## config.mk

```make
export PLATFORM = sky130hd
export DESIGN_NAME = lcd_seq_ctrl
export DESIGN_NICKNAME = d
export VERILOG_FILES = /design/src/rtl/lcd_seq_ctrl.sv
export SDC_FILE = /design/constraint.sdc
export NUM_CORES = 1
export LEC_CHECK = 0
export ABC_AREA = 1
export CORE_MARGIN = 4
export CORE_UTILIZATION = 59
export CTS_CLUSTER_DIAMETER = 120
export DETAILED_ROUTE_END_ITERATION = 10
export GPL_TIMING_DRIVEN = 0
export HOLD_SLACK_MARGIN = 0.08
export PLACE_DENSITY = 0.81
export SLEW_MARGIN = 20
export SYNTH_ARGS = -nofsm -noshare
export SYNTH_HDL_FRONTEND = slang
export SYNTH_SLANG_ARGS = --single-unit
```

## constraint.sdc

```tcl
create_clock -name clk -period 5.7 [get_ports clk]
set_input_delay 1.14 -clock clk [delete_from_list [all_inputs] [get_ports clk]]
set_output_delay 1.14 -clock clk [all_outputs]
set_load 0.02 [all_outputs]
```

## src/rtl/lcd_seq_ctrl.sv

```systemverilog
// HD44780-style LCD transfer sequencer: {rs,data} FIFO plus setup / EN-pulse / hold / exec timing.
// Define LCD_INIT_SEQ_EN to add the power-up delay and the built-in init ROM sequence.
module lcd_seq_ctrl #(
  parameter int FIFO_DEPTH = 8,
  parameter int T_SETUP    = 2,
  parameter int T_PW       = 12,
  parameter int T_HOLD     = 2,
  parameter int T_EXEC     = 2000,
  parameter int T_LONG     = 80000,
  parameter int T_PWRUP    = 2000000
) (
  input  logic                          clk,
  input  logic                          rst,
  input  logic                          cmd_valid,
  output logic                          cmd_ready,
  input  logic                          cmd_rs,
  input  logic [7:0]                    cmd_data,
  input  logic                          flush,
  output logic [31:0]                   lcd_word,
  output logic                          busy,
  output logic                          init_done,
  output logic [$clog2(FIFO_DEPTH):0]   fifo_level
);

  localparam int AW = $clog2(FIFO_DEPTH);
  localparam int LW = AW + 1;

  function automatic int max2(input int a, input int b);
    return (a > b) ? a : b;
  endfunction

  localparam int T_MAX = max2(max2(max2(T_SETUP, T_PW), max2(T_HOLD, T_EXEC)),
                              max2(T_LONG, T_PWRUP));
  localparam int CW = $clog2(T_MAX) + 1;

  typedef enum logic [2:0] {
`ifdef LCD_INIT_SEQ_EN
    S_PWRUP = 3'd0,
    S_INIT  = 3'd1,
`endif
    S_IDLE  = 3'd2,
    S_SETUP = 3'd3,
    S_PULSE = 3'd4,
    S_HOLD  = 3'd5,
    S_EXEC  = 3'd6
  } state_t;

  function automatic logic [CW-1:0] lim(input int t);
    return CW'(t - 1);
  endfunction

`ifdef LCD_INIT_SEQ_EN
  function automatic logic [7:0] init_rom(input logic [1:0] i);
    case (i)
      2'd0:    return 8'h38;
      2'd1:    return 8'h0C;
      2'd2:    return 8'h01;
      default: return 8'h06;
    endcase
  endfunction

  logic [1:0] idx_q, idx_d;
`endif

  state_t          state_q, state_d;
  logic [CW-1:0]   cnt_q, cnt_d;
  logic            work_rs_q, work_rs_d;
  logic [7:0]      work_data_q, work_data_d;
  logic            en_q, en_d;
  logic            rs_out_q, rs_out_d;
  logic [7:0]      data_out_q, data_out_d;
  logic            on_q, on_d;
  logic            init_done_q, init_done_d;

  logic [8:0]      mem_q [FIFO_DEPTH];
  logic [AW-1:0]   wr_ptr_q, wr_ptr_d;
  logic [AW-1:0]   rd_ptr_q, rd_ptr_d;
  logic [LW-1:0]   count_q, count_d;

  logic            push, pop, empty, full, exec_long;
  logic [8:0]      head;

  assign empty     = (count_q == '0);
  assign full      = (count_q == LW'(FIFO_DEPTH));
  assign cmd_ready = on_q && !full;
  assign push      = cmd_valid && cmd_ready && !flush;
  assign head      = mem_q[rd_ptr_q];
  assign exec_long = !work_rs_q && (work_data_q == 8'h01 || work_data_q == 8'h02 ||
                                    work_data_q == 8'h03);

  always_comb begin
    state_d     = state_q;
    cnt_d       = cnt_q + 1'b1;
    work_rs_d   = work_rs_q;
    work_data_d = work_data_q;
    on_d        = 1'b1;
`ifdef LCD_INIT_SEQ_EN
    idx_d       = idx_q;
    init_done_d = init_done_q;
`else
    init_done_d = 1'b1;
`endif
    pop         = 1'b0;
    // Pins follow the state one cycle late, so RS/DATA lead EN by exactly T_SETUP cycles.
    en_d        = (state_q == S_PULSE);
    rs_out_d    = (state_q == S_SETUP) ? work_rs_q   : rs_out_q;
    data_out_d  = (state_q == S_SETUP) ? work_data_q : data_out_q;

    case (state_q)
`ifdef LCD_INIT_SEQ_EN
      S_PWRUP: begin
        if (cnt_q == lim(T_PWRUP)) begin
          state_d = S_INIT;
          cnt_d   = '0;
        end
      end
      S_INIT: begin
        work_rs_d   = 1'b0;
        work_data_d = init_rom(idx_q);
        state_d     = S_SETUP;
        cnt_d       = '0;
      end
`endif
      S_IDLE: begin
        cnt_d = '0;
        if (init_done_q && !empty) begin
          pop         = 1'b1;
          work_rs_d   = head[8];
          work_data_d = head[7:0];
          state_d     = S_SETUP;
        end
      end
      S_SETUP: begin
        if (cnt_q == lim(T_SETUP)) begin
          state_d = S_PULSE;
          cnt_d   = '0;
        end
      end
      S_PULSE: begin
        if (cnt_q == lim(T_PW)) begin
          state_d = S_HOLD;
          cnt_d   = '0;
        end
      end
      S_HOLD: begin
        if (cnt_q == lim(T_HOLD)) begin
          state_d = S_EXEC;
          cnt_d   = '0;
        end
      end
      S_EXEC: begin
        if (cnt_q == (exec_long ? lim(T_LONG) : lim(T_EXEC))) begin
          state_d = S_IDLE;
          cnt_d   = '0;
`ifdef LCD_INIT_SEQ_EN
          if (!init_done_q) begin
            if (idx_q == 2'd3) begin
              init_done_d = 1'b1;
            end else begin
              idx_d   = idx_q + 2'd1;
              state_d = S_INIT;
            end
          end
`endif
        end
      end
      default: begin
        state_d = S_IDLE;
        cnt_d   = '0;
      end
    endcase

    wr_ptr_d = wr_ptr_q;
    rd_ptr_d = rd_ptr_q;
    count_d  = count_q;
    // Flush wins over any push or pop in the same cycle; the popped head still runs.
    if (flush) begin
      wr_ptr_d = '0;
      rd_ptr_d = '0;
      count_d  = '0;
    end else begin
      if (push) wr_ptr_d = wr_ptr_q + 1'b1;
      if (pop)  rd_ptr_d = rd_ptr_q + 1'b1;
      if (push && !pop)      count_d = count_q + 1'b1;
      else if (!push && pop) count_d = count_q - 1'b1;
    end
  end

  always_ff @(posedge clk or posedge rst) begin
    if (rst) begin
`ifdef LCD_INIT_SEQ_EN
      state_q <= S_PWRUP;
      idx_q   <= 2'd0;
`else
      state_q <= S_IDLE;
`endif
      cnt_q       <= '0;
      work_rs_q   <= 1'b0;
      work_data_q <= 8'h00;
      en_q        <= 1'b0;
      rs_out_q    <= 1'b0;
      data_out_q  <= 8'h00;
      on_q        <= 1'b0;
      init_done_q <= 1'b0;
      wr_ptr_q    <= '0;
      rd_ptr_q    <= '0;
      count_q     <= '0;
    end else begin
      state_q     <= state_d;
`ifdef LCD_INIT_SEQ_EN
      idx_q       <= idx_d;
`endif
      cnt_q       <= cnt_d;
      work_rs_q   <= work_rs_d;
      work_data_q <= work_data_d;
      en_q        <= en_d;
      rs_out_q    <= rs_out_d;
      data_out_q  <= data_out_d;
      on_q        <= on_d;
      init_done_q <= init_done_d;
      wr_ptr_q    <= wr_ptr_d;
      rd_ptr_q    <= rd_ptr_d;
      count_q     <= count_d;
    end
  end

  always_ff @(posedge clk or posedge rst) begin
    if (rst) begin
      for (int i = 0; i < FIFO_DEPTH; i++) mem_q[i] <= 9'h000;
    end else if (push) begin
      mem_q[wr_ptr_q] <= {cmd_rs, cmd_data};
    end
  end

  assign lcd_word   = {on_q, 20'b0, en_q, rs_out_q, 1'b0, data_out_q};
  assign busy       = (state_q != S_IDLE) || !empty;
  assign init_done  = init_done_q;
  assign fifo_level = count_q;

endmodule

```

==> summary.txt <==
Grt total ovfl -> 0
Dpl hpwl -> 11040 um
Crit. End Element -> output port
Number of global-route vias before repair -> 5424
Unrepaired setup endpoints after global routing -> no
Worst setup endpoint -> cmd_ready
Hold_ws -> 478.6 ps
Gpl congestion -> 0.9613
Setup_tns -> 0 ps
Ports -> 52
Final wirelength -> 15840 um
Antenna Nets Post-Route -> 0
Final Core Density -> 0.7101
Routed vias -> 5424
Final period util -> 0.5669
Seq/Total Area, Yosys -> 0.4877
Number of fill cells in the layout -> 835
FF-to-FF Start -> fifo_level[0]
Crit path kind -> register to output port
CTS buffer count -> 17
Sink count of the clock tree -> 127
Die W -> 113.1 um
Root buf cell -> clkbuf_8
Worst hold path class -> register to register
Peak fanout along the critical path -> 6
Synth Register Bits -> 127
Min Tclk post-route -> 3231 ps
TritonCTS clock tree -> built
Synth Warn # -> 0
Cell area power density -> 409.0 nW/um^2
Fmax -> 309.5 MHz
Total core area -> 10840 um^2
Gr usage total -> 0.2623
Drt pass-1 iters -> 6
Peak supply drop -> 0.0002823 V
Syn_area_per_cell -> 8.532 um^2
Drt via density -> 5.495
Status -> completed
Hold Buf Count CTS -> 0
Leakage power -> 0.003631 uW
Initial DRC count -> 497
Longest Clk Path Bufs -> 2
Reg clk slew, reported paths -> 60 ps
Post-synth EDFFs -> 0
Post-Syn Area -> 6519 um^2
Post-Synthesis Cells -> 764
Worst skew pair latency -> 540 ps
Final Hold Viols -> 0
First-pass GRT wire length -> 26400 um
Non-filler cells in the finished layout -> 987
Largest net degree at the start of global routing -> 81
Synthesis-to-layout area growth -> 18.08%
CP Data Required Time -> 4560 ps
Full die area -> 12790 um^2
Worst Setup SP -> fifo_level[0]
Ys flop type -> dfrtp_1
Layout cells sized above 1 -> 0.1358
Num rows -> 38
Distinct cells, synth -> 43
Post-CTS Setup Repair Bufs -> 0
Placed Cells incl. Taps -> 955
Final setup viols -> 0
Ant. Diodes -> 0
Clk_skew -> 9.638 ps
WL per Instance -> 16.05 um
Worst path arrival time -> 2090 ps
DRC -> 0
Die H -> 113.1 um
Buffers added on ports -> 30
Reg2Reg Setup Slack -> 3340 ps
Max Slew Vio Count -> 0
Initial core utilization -> 0.6013
Resized cells post-CTS -> 0
Reg2reg end -> fifo_level[3]
Total power -> 3148 uW
Number of max-cap violations -> 0
Nets -> 854
R2R cell count -> 12
Initial antenna violation count -> 0
Worst Setup Start Kind -> register
CTS HTree Levels -> 4
Async set-reset flop share out of synthesis -> 1.000
-- cells in the mapped netlist, types with 2 or more instances --
| master | instances | area, um^2 |
|---|---|---|
| inv_1 | 54 | 202.7 |
| nand2_1 | 156 | 585.6 |
| a21oi_2 | 3 | 26.28 |
| o22ai_1 | 2 | 12.51 |
| o21bai_1 | 2 | 15.01 |
| nand4_1 | 2 | 12.51 |
| o21ai_0 | 77 | 385.4 |
| conb_1 | 2 | 7.510 |
| nor3_1 | 6 | 30.03 |
| clkinv_1 | 2 | 7.510 |
| buf_6 | 9 | 101.4 |
| nor2_1 | 88 | 330.3 |
| o21ai_1 | 60 | 300.3 |
| nand4_4 | 7 | 148.9 |
| xor2_1 | 11 | 96.34 |
| nand2_2 | 4 | 25.02 |
| clkbuf_1 | 9 | 33.78 |
| dfrtp_1 | 126 | 3153 |
| nand3_1 | 24 | 120.1 |
| buf_4 | 27 | 202.7 |
| a21oi_1 | 22 | 110.1 |
| xnor2_1 | 6 | 52.55 |
| clkbuf_2 | 2 | 10.01 |
| ha_1 | 6 | 75.07 |
| inv_2 | 3 | 11.26 |
| o21ai_2 | 8 | 70.07 |
| nor2_4 | 3 | 33.78 |
| buf_2 | 8 | 40.04 |
| o211ai_1 | 18 | 135.1 |
| nand3_2 | 4 | 40.04 |
-- per-stage QoR --
| step | setup WS, ps | area (um^2) |
|---|---|---|
| 6_report | 2469 | 7697 |
| 5_1_grt | 2353 | 7697 |
| 4_1_cts | 2461 | 7697 |
| 3_5_place_dp | 2393 | 7102 |
| 3_3_place_gp | -464.8 | 7069 |
| 2_1_floorplan | 1177 | 6594 |
-- how the worst min path moves through the flow --
stage | cells past startpoint | end | from | slack (ps)
finish | 2 | mem_q[51] | mem_q[51] | 480
global route | 2 | mem_q[53] | mem_q[53] | 500
CTS | 2 | mem_q[53] | mem_q[53] | 480
detailed placement | 2 | mem_q[53] | mem_q[53] | 460
global placement | 2 | mem_q[49] | mem_q[49] | 460
floorplan | 2 | mem_q[46] | mem_q[46] | 450
-- cells in the final DEF (no fill, tap or decap), types with 9 or more instances in the layout --
master | Yosys | routed
dfrtp_1 | 126 | 126
nand2_1 | 156 | 156
nor2_1 | 88 | 88
nand3_1 | 24 | 24
clkdlybuf4s50_1 | 0 | 30
o21ai_1 | 60 | 60
a21oi_1 | 22 | 22
inv_1 | 54 | 53
xor2_1 | 11 | 11
conb_1 | 2 | 22
o211ai_1 | 18 | 18
clkbuf_1 | 9 | 12
clkbuf_16 | 0 | 16
buf_6 | 9 | 9
buf_4 | 27 | 27
o21ai_0 | 77 | 77
-- worst max-delay path: stages (launching register included) --
cell and delay, ps:
dfrtp_1 450, nor2_1 250, nand3_2 120, and2_1 170, clkdlybuf4s50_1 550
-- sequential cells by signal, summed over array words and instances, names as in the netlist --
name	cells
data_out_q	8
rs_out_q	1
work_data_q	8
wr_ptr_q	3
rd_ptr_q	3
state_q	3
init_done	1
fifo_level	4
en_q	1
work_rs_q	1
mem_q	72
cnt_q	22
-- metal layers --
metal	vias up	part of all wire	global-route usage
li1	2620	-	-
met1	2592	0.42	0.3227
met2	173	0.50	0.4491
met3	39	0.053	0.06203
met4	0	0.024	0.1002
met5	-	0	0
-- power breakdown --
| part | internal, uW | switching [uW] |
|---|---|---|
| clock network | 683 | 394 |
| registers | 1060 | 96.7 |
| logic | 334 | 584 |
| total | 2070 | 1070 |
-- layout make-up --
cell class | count | area (um^2) | area share
Buffer | 57 | 411.6 | 0.05348
Sequential cell | 127 | 3179 | 0.4130
Multi-Input combinational cell | 541 | 2781 | 0.3613
Tap cell | 140 | 175.2 | 0.02276
Clock buffer | 25 | 494.2 | 0.06421
Timing Repair Buffer | 31 | 327.8 | 0.04259
Inverter | 59 | 226.5 | 0.02942
Clock inverter | 7 | 101.3 | 0.01317
-- cell families after synthesis --
group,after synthesis,synth area share
AND/OR/NAND/NOR,302,0.2136
buffers and inverters,116,0.09712
flip-flops,127,0.4877
other,2,0.001152
adder cells (fa/ha/maj),7,0.01459
AO/OA/AOI/OAI,193,0.1630
XOR/XNOR,17,0.02284
Note: power is estimated with default switching activity, not from simulation.
